--- config.mk ---
export PLATFORM = sky130hd
export DESIGN_NAME = mem_serdes_flat
export DESIGN_NICKNAME = d
export VERILOG_FILES = /design/src/rtl/mem_serdes_pkg.sv /design/src/rtl/mem_serdes_if.sv /design/src/rtl/mem_serdes_align.sv /design/src/rtl/mem_serdes.sv /design/src/flat_wrapper.sv
export SDC_FILE = /design/constraint.sdc
export NUM_CORES = 1
export LEC_CHECK = 0
export CELL_PAD_IN_SITES_DETAIL_PLACEMENT = 1
export CELL_PAD_IN_SITES_GLOBAL_PLACEMENT = 2
export CORE_MARGIN = 2
export CORE_UTILIZATION = 29
export DETAILED_ROUTE_END_ITERATION = 10
export PLACE_DENSITY_LB_ADDON = 0.1
export SLEW_MARGIN = 20
export SYNTH_ARGS = -nofsm -noshare
export SYNTH_HDL_FRONTEND = slang
export SYNTH_SLANG_ARGS = --single-unit
--- constraint.sdc ---
create_clock -name clk -period 2.2 [get_ports clk]
set_clock_uncertainty 0.05 [all_clocks]
set_input_delay 0.55 -clock clk [delete_from_list [all_inputs] [get_ports clk]]
set_output_delay 0.55 -clock clk [all_outputs]
set_load 0.03 [all_outputs]
--- src/rtl/mem_serdes_pkg.sv ---
// Shared types and constants for the memory/ALU serial bridge.
package mem_serdes_pkg;

  localparam int REG_BITS     = 8;
  localparam int NSHIFT       = 2;
  localparam int WORD_BITS    = 2 * REG_BITS;
  localparam int MSD_CNT_BITS = 4;

  // A full pair op shifts one word through in WORD_BITS/NSHIFT cycles.
  localparam logic [MSD_CNT_BITS-1:0] MSD_MAX_CNT = MSD_CNT_BITS'(WORD_BITS / NSHIFT);

  typedef enum logic [1:0] {
    MSD_EMPTY      = 2'd0,
    MSD_LOADED     = 2'd1,
    MSD_SHIFTING   = 2'd2,
    MSD_STORE_PEND = 2'd3
  } msd_state_e;

endpackage

--- src/rtl/mem_serdes_if.sv ---
// Read/write beat bus between the operand memory side and mem_serdes.
interface mem_serdes_if;
  import mem_serdes_pkg::*;

  logic                 rd_valid;
  logic                 rd_ready;
  logic [WORD_BITS-1:0] rd_data;
  logic                 rd_pair;
  logic                 rd_store;
  logic                 wr_valid;
  logic                 wr_ready;
  logic [WORD_BITS-1:0] wr_data;

  // Bridge side: consumes read beats, produces write beats.
  modport slave (
    input  rd_valid, rd_data, rd_pair, rd_store, wr_ready,
    output rd_ready, wr_valid, wr_data
  );

  // Memory side: offers read beats, accepts write beats.
  modport master (
    output rd_valid, rd_data, rd_pair, rd_store, wr_ready,
    input  rd_ready, wr_valid, wr_data
  );

endinterface

--- src/rtl/mem_serdes_align.sv ---
// Realigns a captured serial result: the first shifted-in bit pair lands at
// bit 0 by shifting right by the number of bits never shifted in.
module mem_serdes_align
  import mem_serdes_pkg::*;
(
  input  logic [WORD_BITS-1:0]    din,
  input  logic [MSD_CNT_BITS-1:0] cnt,
  output logic [WORD_BITS-1:0]    dout
);

  logic [MSD_CNT_BITS:0] shamt;

  // Two bits enter per cycle, so the unused span is WORD_BITS - 2*cnt.
  always_comb begin
    shamt = (MSD_CNT_BITS + 1)'(WORD_BITS) - {cnt, 1'b0};
    dout  = din >> shamt;
  end

endmodule

--- src/rtl/mem_serdes.sv ---
// Word-to-serial bridge: shifts a read beat into the ALU LSB-first and reuses
// the same shift register to capture the ALU's serial result for write-back.
module mem_serdes
  import mem_serdes_pkg::*;
(
  input  logic              clk,
  input  logic              reset,
  mem_serdes_if.slave       bus,
  input  logic              alu_active,
  input  logic              alu_op_done,
  input  logic [NSHIFT-1:0] alu_data_out,
  output logic [NSHIFT-1:0] data_in,
  output logic              busy
);

  msd_state_e                state_q, state_d;
  logic [WORD_BITS-1:0]      sreg_q, sreg_d;
  logic [WORD_BITS-1:0]      sreg_shift;
  logic [WORD_BITS-1:0]      wr_data_q, wr_data_d;
  logic [WORD_BITS-1:0]      align_out;
  logic [MSD_CNT_BITS-1:0]   n_q, n_d, n_inc;
  logic                      store_q, store_d;
  logic                      pair_q, pair_d;
  logic                      in_op;

  assign in_op      = (state_q == MSD_LOADED) || (state_q == MSD_SHIFTING);
  assign sreg_shift = {alu_data_out, sreg_q[WORD_BITS-1:NSHIFT]};
  assign n_inc      = (n_q >= MSD_MAX_CNT) ? MSD_MAX_CNT : n_q + 1'b1;

  // Alignment sees this cycle's shift and count so the final pair is included.
  mem_serdes_align u_align (
    .din  (sreg_shift),
    .cnt  (n_inc),
    .dout (align_out)
  );

  assign data_in      = in_op ? sreg_q[NSHIFT-1:0] : '0;
  assign busy         = (state_q != MSD_EMPTY);
  assign bus.rd_ready = (state_q == MSD_EMPTY);
  assign bus.wr_valid = (state_q == MSD_STORE_PEND);
  assign bus.wr_data  = wr_data_q;

  // Next-state and datapath update; active cycles outside an op are ignored.
  always_comb begin
    state_d   = state_q;
    sreg_d    = sreg_q;
    n_d       = n_q;
    store_d   = store_q;
    pair_d    = pair_q;
    wr_data_d = wr_data_q;
    case (state_q)
      MSD_EMPTY: begin
        if (bus.rd_valid) begin
          sreg_d  = bus.rd_data;
          pair_d  = bus.rd_pair;
          store_d = bus.rd_store;
          n_d     = '0;
          state_d = MSD_LOADED;
        end
      end
      MSD_LOADED, MSD_SHIFTING: begin
        if (alu_active) begin
          sreg_d = sreg_shift;
          n_d    = n_inc;
          if (alu_op_done) begin
            if (store_q) begin
              wr_data_d = align_out;
              state_d   = MSD_STORE_PEND;
            end else begin
              state_d   = MSD_EMPTY;
            end
          end else begin
            state_d = MSD_SHIFTING;
          end
        end
      end
      MSD_STORE_PEND: begin
        if (bus.wr_ready) state_d = MSD_EMPTY;
      end
      default: state_d = MSD_EMPTY;
    endcase
  end

  // State and datapath registers; reset discards any captured result.
  always_ff @(posedge clk or posedge reset) begin
    if (reset) begin
      state_q   <= MSD_EMPTY;
      sreg_q    <= '0;
      n_q       <= '0;
      store_q   <= 1'b0;
      pair_q    <= 1'b0;
      wr_data_q <= '0;
    end else begin
      state_q   <= state_d;
      sreg_q    <= sreg_d;
      n_q       <= n_d;
      store_q   <= store_d;
      pair_q    <= pair_d;
      wr_data_q <= wr_data_d;
    end
  end

endmodule
--- src/flat_wrapper.sv ---
// flat-port wrapper written by rule: the top's interface ports become plain ports
module mem_serdes_flat import mem_serdes_pkg::*;
  (clk, reset, alu_active, alu_op_done, alu_data_out, data_in, busy, bus_rd_valid, bus_rd_data, bus_rd_pair, bus_rd_store, bus_wr_ready, bus_rd_ready, bus_wr_valid, bus_wr_data);
  mem_serdes_if bus_i ();
  input  logic clk;
  input  logic reset;
  input  logic alu_active;
  input  logic alu_op_done;
  input  logic [NSHIFT-1:0] alu_data_out;
  output logic [NSHIFT-1:0] data_in;
  output logic busy;
  input wire logic [$bits(bus_i.rd_valid)-1:0] bus_rd_valid;
  input wire logic [$bits(bus_i.rd_data)-1:0] bus_rd_data;
  input wire logic [$bits(bus_i.rd_pair)-1:0] bus_rd_pair;
  input wire logic [$bits(bus_i.rd_store)-1:0] bus_rd_store;
  input wire logic [$bits(bus_i.wr_ready)-1:0] bus_wr_ready;
  output wire logic [$bits(bus_i.rd_ready)-1:0] bus_rd_ready;
  output wire logic [$bits(bus_i.wr_valid)-1:0] bus_wr_valid;
  output wire logic [$bits(bus_i.wr_data)-1:0] bus_wr_data;
  assign bus_i.rd_valid = bus_rd_valid;
  assign bus_i.rd_data = bus_rd_data;
  assign bus_i.rd_pair = bus_rd_pair;
  assign bus_i.rd_store = bus_rd_store;
  assign bus_i.wr_ready = bus_wr_ready;
  assign bus_rd_ready = bus_i.rd_ready;
  assign bus_wr_valid = bus_i.wr_valid;
  assign bus_wr_data = bus_i.wr_data;
  mem_serdes u_core (.clk(clk), .reset(reset), .bus(bus_i), .alu_active(alu_active), .alu_op_done(alu_op_done), .alu_data_out(alu_data_out), .data_in(data_in), .busy(busy));
endmodule
==> results of run 1 <==
## metal layers
layer	routed length [µm]	global-route usage
met1	2750	0.199
met2	2480	0.208
met3	171	0.0238
met4	65	0.0410
met5	0	0
## flip-flops by register name, summed over array words and instances, names as in the netlist
signal and count:
u_core.bus.wr_data 16, u_core.state_q 2, u_core.store_q 1, u_core.sreg_q 16
u_core.n_q 4
## worst min path at each step
stage	startpoint	slack (ns)	cells after the start	endpoint
after floorplan	u_core.sreg_q[0]$_DFFE_PP0P_	0.44	2	u_core.sreg_q[0]$_DFFE_PP0P_
final	reset	0.44	2	u_core.store_q$_DFFE_PP0P_
after global routing	reset	0.48	2	u_core.n_q[0]$_DFFE_PP0P_
after global placement	u_core.bus.wr_data[15]$_DFFE_PP0P_	0.43	2	u_core.bus.wr_data[15]$_DFFE_PP0P_
after detailed placement	u_core.bus.wr_data[14]$_DFFE_PP0P_	0.43	2	u_core.bus.wr_data[14]$_DFFE_PP0P_
after CTS	reset	0.45	2	u_core.store_q$_DFFE_PP0P_
## cell families (layout without fill, tap and decap cells)
| group | after synthesis | count (layout) |
|---|---|---|
| AND/OR/NAND/NOR | 50 | 50 |
| multiplexers | 49 | 49 |
| flip-flops | 39 | 39 |
| AO/OA/AOI/OAI | 47 | 47 |
| adder cells (fa/ha/maj) | 4 | 4 |
| buffers and inverters | 19 | 80 |
| XOR/XNOR | 2 | 2 |
## stage by stage
| stage | worst slack (ns) | instances | util |
|---|---|---|---|
| after floorplan | 0.0780 | 210 | - |
| after global placement | 0.0203 | 364 | 0.384 |
| after detailed placement | 0.0267 | 364 | 0.384 |
| after CTS | 0.0399 | 372 | 0.399 |
| after global routing | 0.00147 | 373 | 0.400 |
| final | 0.0929 | 373 | 0.400 |
## worst register-to-register path: stages (launching register included)
cell,delay (ns)
dfrtp_2,0.44
buf_4,0.15
ha_1,0.22
xor2_2,0.21
xnor2_2,0.19
nor2_8,0.16
mux2_2,0.36
a22o_1,0.20
## synthesized netlist by cell type (4+ instances only)
cell      number
clkbuf_1       6
nand2_1        8
inv_1          9
nor2_1        24
ha_1           4
and2_1         4
mux2_2         9
dfrtp_1       39
o21ai_0        5
a21oi_1       18
a22o_1        15
mux2i_1       40
## power by group through the flow
stage               Sequential, mW  Clock, mW  Combinational [mW]
finish                        1.28      0.540                3.32
global route                  1.34      0.589                3.64
CTS                           1.29      0.555                3.39
detailed placement            1.31          0                3.34
global placement              1.30          0                3.31
floorplan                     1.44          0                2.13
## final cells by class
type | instances | area, µm²
flip-flops and latches | 39 | 978
repair buffers | 63 | 616
well taps | 102 | 128
multi-input cells | 152 | 1190
clock buffers | 8 | 100
inverters | 9 | 33.8
fillers | 861 | 4560
## what timing repair did
action / CTS / global route
setup endpoints to repair: 6 / 16
setup buffers: 0 / 1
pin swaps: 0 / 0
resized for setup: 5 / 1
gates cloned: 0 / 0
endpoints found under the hold margin: 0 / 0
==> results.py, run 1 <==
metrics = {
    "status": {
        "status": "finished, final reports clean",
    },
    "finish": {
        "final_cell_area_um2": 3050,
        "num_antenna_cells": 0,
        "drive_gt1_frac": 0.181,
        "final_nets": 300,
        "layout_commonest_cell": "clkdlybuf4s50_1",
        "final_cell_mix": "41 x clkdlybuf4s50_1, 40 x mux2i_1, 37 x dfrtp_1",
        "area_growth_syn_to_layout_pct": 35.6,
    },
    "synth": {
        "synth_cells": 210,
        "synth-seq-cells": 39,
        "yosysWarningCount": 0,
        "synth_top_area_frac": 0.435,
        "synthMuxAreaShare": 0.223,
        "synthSimpleGateAreaFrac": 0.122,
        "synth_compound_area_frac": 0.141,
        "synth-main-ff-cell": "dfrtp_1",
        "synth-seq-area-share": 0.435,
        "syn_avg_cell_area_um2": 10.7,
        "synth.area.top_cells": "dfrtp_1 43%, mux2i_1 18%, a22o_1 5.8%",
        "synthesis.nets": 240,
        "synth_top_area_cell": "dfrtp_1",
        "synth_cell_type_count": 34,
        "netlist_area_um2": 2250,
        "yosys.area_share.adder": 0.0223,
        "synth_top_family_by_area": "multiplexers",
        "synth_xor_area_frac": 0.0145,
        "synthArstFlopShare": 1.00,
        "synth_edf_count": 0,
    },
    "worst_setup_path": {
        "rrSetupSlack_ns": 0.11,
        "endpoint_kind": "primary output",
        "max_stage_delay_ns": 0.39,
        "crit_family": "buffers and inverters",
        "critical_path_required_ns": 1.60,
        "critical_path_class": "reg2out",
        "critical-path-slowest-cell": "dfrtp_1",
        "endpoint": "data_in[0]",
        "critical_path_arrival_ns": 1.51,
        "cp_cell_sequence": "inv_1 > ha_4 > buf_4 > and2_1 > buf_4",
        "r2r_end": "u_core.bus.wr_data[3]$_DFFE_PP0P_",
        "cp-start-kind": "register",
        "path_max_fanout": 8,
        "cp.depth": 5,
        "rr_worst_depth": 7,
        "crit_path_frequent_cell": "buf_4",
        "critical_path.startpoint": "u_core.state_q[0]$_DFFE_PP0P_",
        "critPathBufInv": 3,
        "r2r-start": "u_core.n_q[1]$_DFFE_PP0P_",
    },
    "cts": {
        "clkSinkCount": 39,
        "clockRootBuffer": "clkbuf_8",
        "clkLatencyLatePin_ns": 0.29,
        "cts_tree": "done",
        "cts_max_path_buffers": 2,
        "cts_buffers": 5,
        "h-tree-depth": 2,
        "cts.clk_slew.worst_paths_ns": 0.08,
        "holdBufCountCts": 0,
    },
    "die": {
        "die_x_um": 92,
        "core_um2": 7610,
        "die-area_um2": 8460,
        "start_util": 0.295,
        "dieHeight_um": 92,
        "num_rows": 32,
        "ioPinCount": 47,
    },
    "detailed_routing": {
        "vias": 1719,
        "wire_per_inst_um": 14.6,
        "drtIter0Drc": 56,
        "antenna_left": 0,
        "first_pass_iters": 4,
        "drt_wl_total_um": 5460,
        "vias_per_cell": 4.61,
        "drc": 0,
    },
    "sta": {
        "tightest_slew_ns": 0.363,
        "min_period_ns": 2.11,
        "hold_violations": 0,
        "relSlewSlack": 0.755,
        "finalSetupTns_ns": 0,
        "max_freq_mhz": 475,
        "rsz0062_at_grt": "false",
        "slew_violations": 0,
        "setup_viol": 0,
        "timing.final.crit_share": 0.958,
        "hold_slack_ns": 0.440,
    },
    "placement": {
        "io_buffers": 45,
        "placed_area_um2": 2920,
        "hpwl_um": 4350,
        "gp_congestion": 0.781,
    },
    "power_and_ir_drop": {
        "ir_drop_mv": 0.751,
        "seqPwrFrac": 0.249,
        "p_sw_mw": 2.27,
        "p_per_area_nw_per_um2": 1690,
        "p_sw_frac": 0.440,
        "p_int_mw": 2.88,
        "p_total_mw": 5.15,
        "leakagePower_nw": 1.39,
        "p_clk_frac": 0.105,
        "combPwrFrac": 0.646,
    },
    "global_routing": {
        "grt_max_degree": 35,
        "overflow": 0,
        "grt_pass1_wl_um": 9180,
        "antenna_found_initial": 0,
        "grt_pass1_vias": 1741,
        "track_usage": 0.137,
    },
    "min_path": {
        "hold_class": "in2async",
    },
    "flow_run": {
        "drv_cap": 0,
    },
}
No activity file was read; power rests on OpenSTA's default activity.
==> run 2, diff against run 1 <==
--- a/config.mk
+++ b/config.mk
@@ -7,7 +7,6 @@
 export LEC_CHECK = 0
 export CELL_PAD_IN_SITES_DETAIL_PLACEMENT = 1
 export CELL_PAD_IN_SITES_GLOBAL_PLACEMENT = 2
-export CORE_MARGIN = 2
 export CORE_UTILIZATION = 29
 export DETAILED_ROUTE_END_ITERATION = 10
 export PLACE_DENSITY_LB_ADDON = 0.1
==> results.py, run 2 (synthesized netlist as in run 1, its figures left out) <==
metrics = {
    "status": {
        "status": "finished, final reports clean",
    },
    "placement": {
        "io_buffers": 45,
        "gp_congestion": 0.729,
        "hpwl_um": 4150,
        "pre_cts_slack_ns": -0.0156,
    },
    "global_routing": {
        "overflow": 0,
        "antenna_found_initial": 0,
        "grt_pass1_wl_um": 9450,
        "track_usage": 0.148,
        "grt_pass1_vias": 1821,
        "grt_max_degree": 40,
    },
    "detailed_routing": {
        "vias_per_cell": 4.69,
        "drc": 0,
        "antenna_left": 0,
        "drt_wl_total_um": 5620,
        "drtIter0Drc": 46,
        "wire_per_inst_um": 15.2,
        "vias": 1741,
        "first_pass_iters": 4,
    },
    "finish": {
        "final_nets": 303,
        "final_cell_mix": "41 x clkdlybuf4s50_1, 40 x mux2i_1, 38 x dfrtp_1",
        "area_growth_syn_to_layout_pct": 35.8,
        "drive_gt1_frac": 0.184,
        "layout_commonest_cell": "clkdlybuf4s50_1",
        "num_antenna_cells": 0,
    },
    "die": {
        "dieHeight_um": 90,
        "num_rows": 31,
        "die_x_um": 90,
        "ioPinCount": 47,
        "start_util": 0.305,
        "core_um2": 7370,
        "die-area_um2": 8100,
    },
    "cts": {
        "cts_tree": "done",
        "cts.clk_slew.worst_paths_ns": 0.07,
        "clockRootBuffer": "clkbuf_8",
        "cts_max_path_buffers": 2,
        "clkSinkCount": 39,
        "clkLatencyLatePin_ns": 0.29,
        "cts_buffers": 5,
        "h-tree-depth": 2,
        "holdBufCountCts": 0,
    },
    "worst_setup_path": {
        "critical-path-slowest-cell": "dfrtp_1",
        "r2r-start": "u_core.n_q[1]$_DFFE_PP0P_",
        "path_max_fanout": 8,
        "cp_cell_sequence": "inv_1 > ha_4 > buf_4 > and2_1 > buf_4",
        "rrSetupSlack_ns": 0.09,
        "critical_path_arrival_ns": 1.53,
        "max_stage_delay_ns": 0.39,
        "rr_worst_depth": 8,
        "cp-start-kind": "register",
        "critical_path_class": "reg2out",
        "critical_path_required_ns": 1.60,
        "crit_path_frequent_cell": "buf_4",
        "r2r_end": "u_core.bus.wr_data[12]$_DFFE_PP0P_",
        "endpoint_kind": "primary output",
    },
    "sta": {
        "finalSetupTns_ns": 0,
        "max_freq_mhz": 469,
        "min_period_ns": 2.13,
        "slew_violations": 0,
        "timing.final.crit_share": 0.969,
        "relSlewSlack": 0.770,
        "setup_viol": 0,
        "finalWorstSetupSlack_ns": 0.0692,
        "tightest_slew_ns": 0.342,
        "hold_violations": 0,
    },
    "power_and_ir_drop": {
        "p_clk_frac": 0.086,
        "p_sw_mw": 2.32,
        "combPwrFrac": 0.669,
        "p_per_area_nw_per_um2": 1720,
        "ir_drop_mv": 0.822,
        "leakagePower_nw": 1.39,
        "seqPwrFrac": 0.245,
        "p_int_mw": 2.91,
        "p_sw_frac": 0.443,
    },
    "min_path": {
        "holdPathEnd": "u_core.bus.wr_data[15]$_DFFE_PP0P_",
        "hold_class": "reg2reg",
        "min_path_cells": 2,
        "hold_path_startpoint": "u_core.bus.wr_data[15]$_DFFE_PP0P_",
    },
    "flow_run": {
        "drv_cap": 0,
    },
}
## run 2: final cells by class
type                    count  area (µm²)
well taps                  99         124
flip-flops and latches     39         977
repair buffers             65         618
multi-input cells         153        1220
clock buffers               6        72.6
inverters                   9        33.8
fillers                   843        4320
## run 2: metal layers
layer	track usage	routed length, µm
met3	0.0279	161
met2	0.230	2690
met5	0	0
met4	0.0484	58
met1	0.205	2710
## run 2: critical path, delay by kind of cell, from the launching register on
kind | cells | cell delay, ns
adder cells (fa/ha/maj) | 1 | 0.25
flip-flops | 1 | 0.39
buffers and inverters | 3 | 0.45
AND/OR/NAND/NOR | 1 | 0.15
## run 2: stage by stage
step,utilization,hold slack (ns),cell area [µm²],std cells,power (mW)
finish,0.414,0.443,3050,371,5.23
global route,0.414,0.491,3050,371,5.67
CTS,0.404,0.451,2980,365,5.10
detailed placement,0.393,0.434,2890,359,4.59
global placement,0.393,0.426,2890,359,4.54
floorplan,-,0.437,2250,210,3.57
## run 2: how the worst max path moves through the flow
stage	from	to	cells after the start	slack, ns
4_1_cts	u_core.n_q[1]$_DFFE_PP0P_	u_core.bus.wr_data[3]$_DFFE_PP0P_	8	0.0003
3_5_place_dp	alu_op_done	u_core.bus.wr_data[2]$_DFFE_PP0P_	5	-0.02
6_report	u_core.state_q[0]$_DFFE_PP0P_	data_in[0]	5	0.07
2_1_floorplan	u_core.n_q[0]$_DFFE_PP0P_	u_core.bus.wr_data[1]$_DFFE_PP0P_	7	0.08
5_1_grt	u_core.n_q[1]$_DFFE_PP0P_	u_core.bus.wr_data[3]$_DFFE_PP0P_	7	-0.006
3_3_place_gp	alu_op_done	u_core.bus.wr_data[3]$_DFFE_PP0P_	5	-0.01
## run 2: what timing repair did
item / in CTS / in global routing
endpoints found under the setup margin: 4 / 9
pin swaps: 0 / 3
resized for setup: 4 / 3
cloned: 0 / 1
buffers inserted: 0 / 5
## run 2: power by group through the flow
stage	Sequential [mW]	Combinational [mW]	Clock [mW]
final	1.28	3.50	0.450
after floorplan	1.44	2.13	0
after CTS	1.29	3.33	0.481
after detailed placement	1.30	3.29	0
after global routing	1.33	3.84	0.491
after global placement	1.30	3.24	0
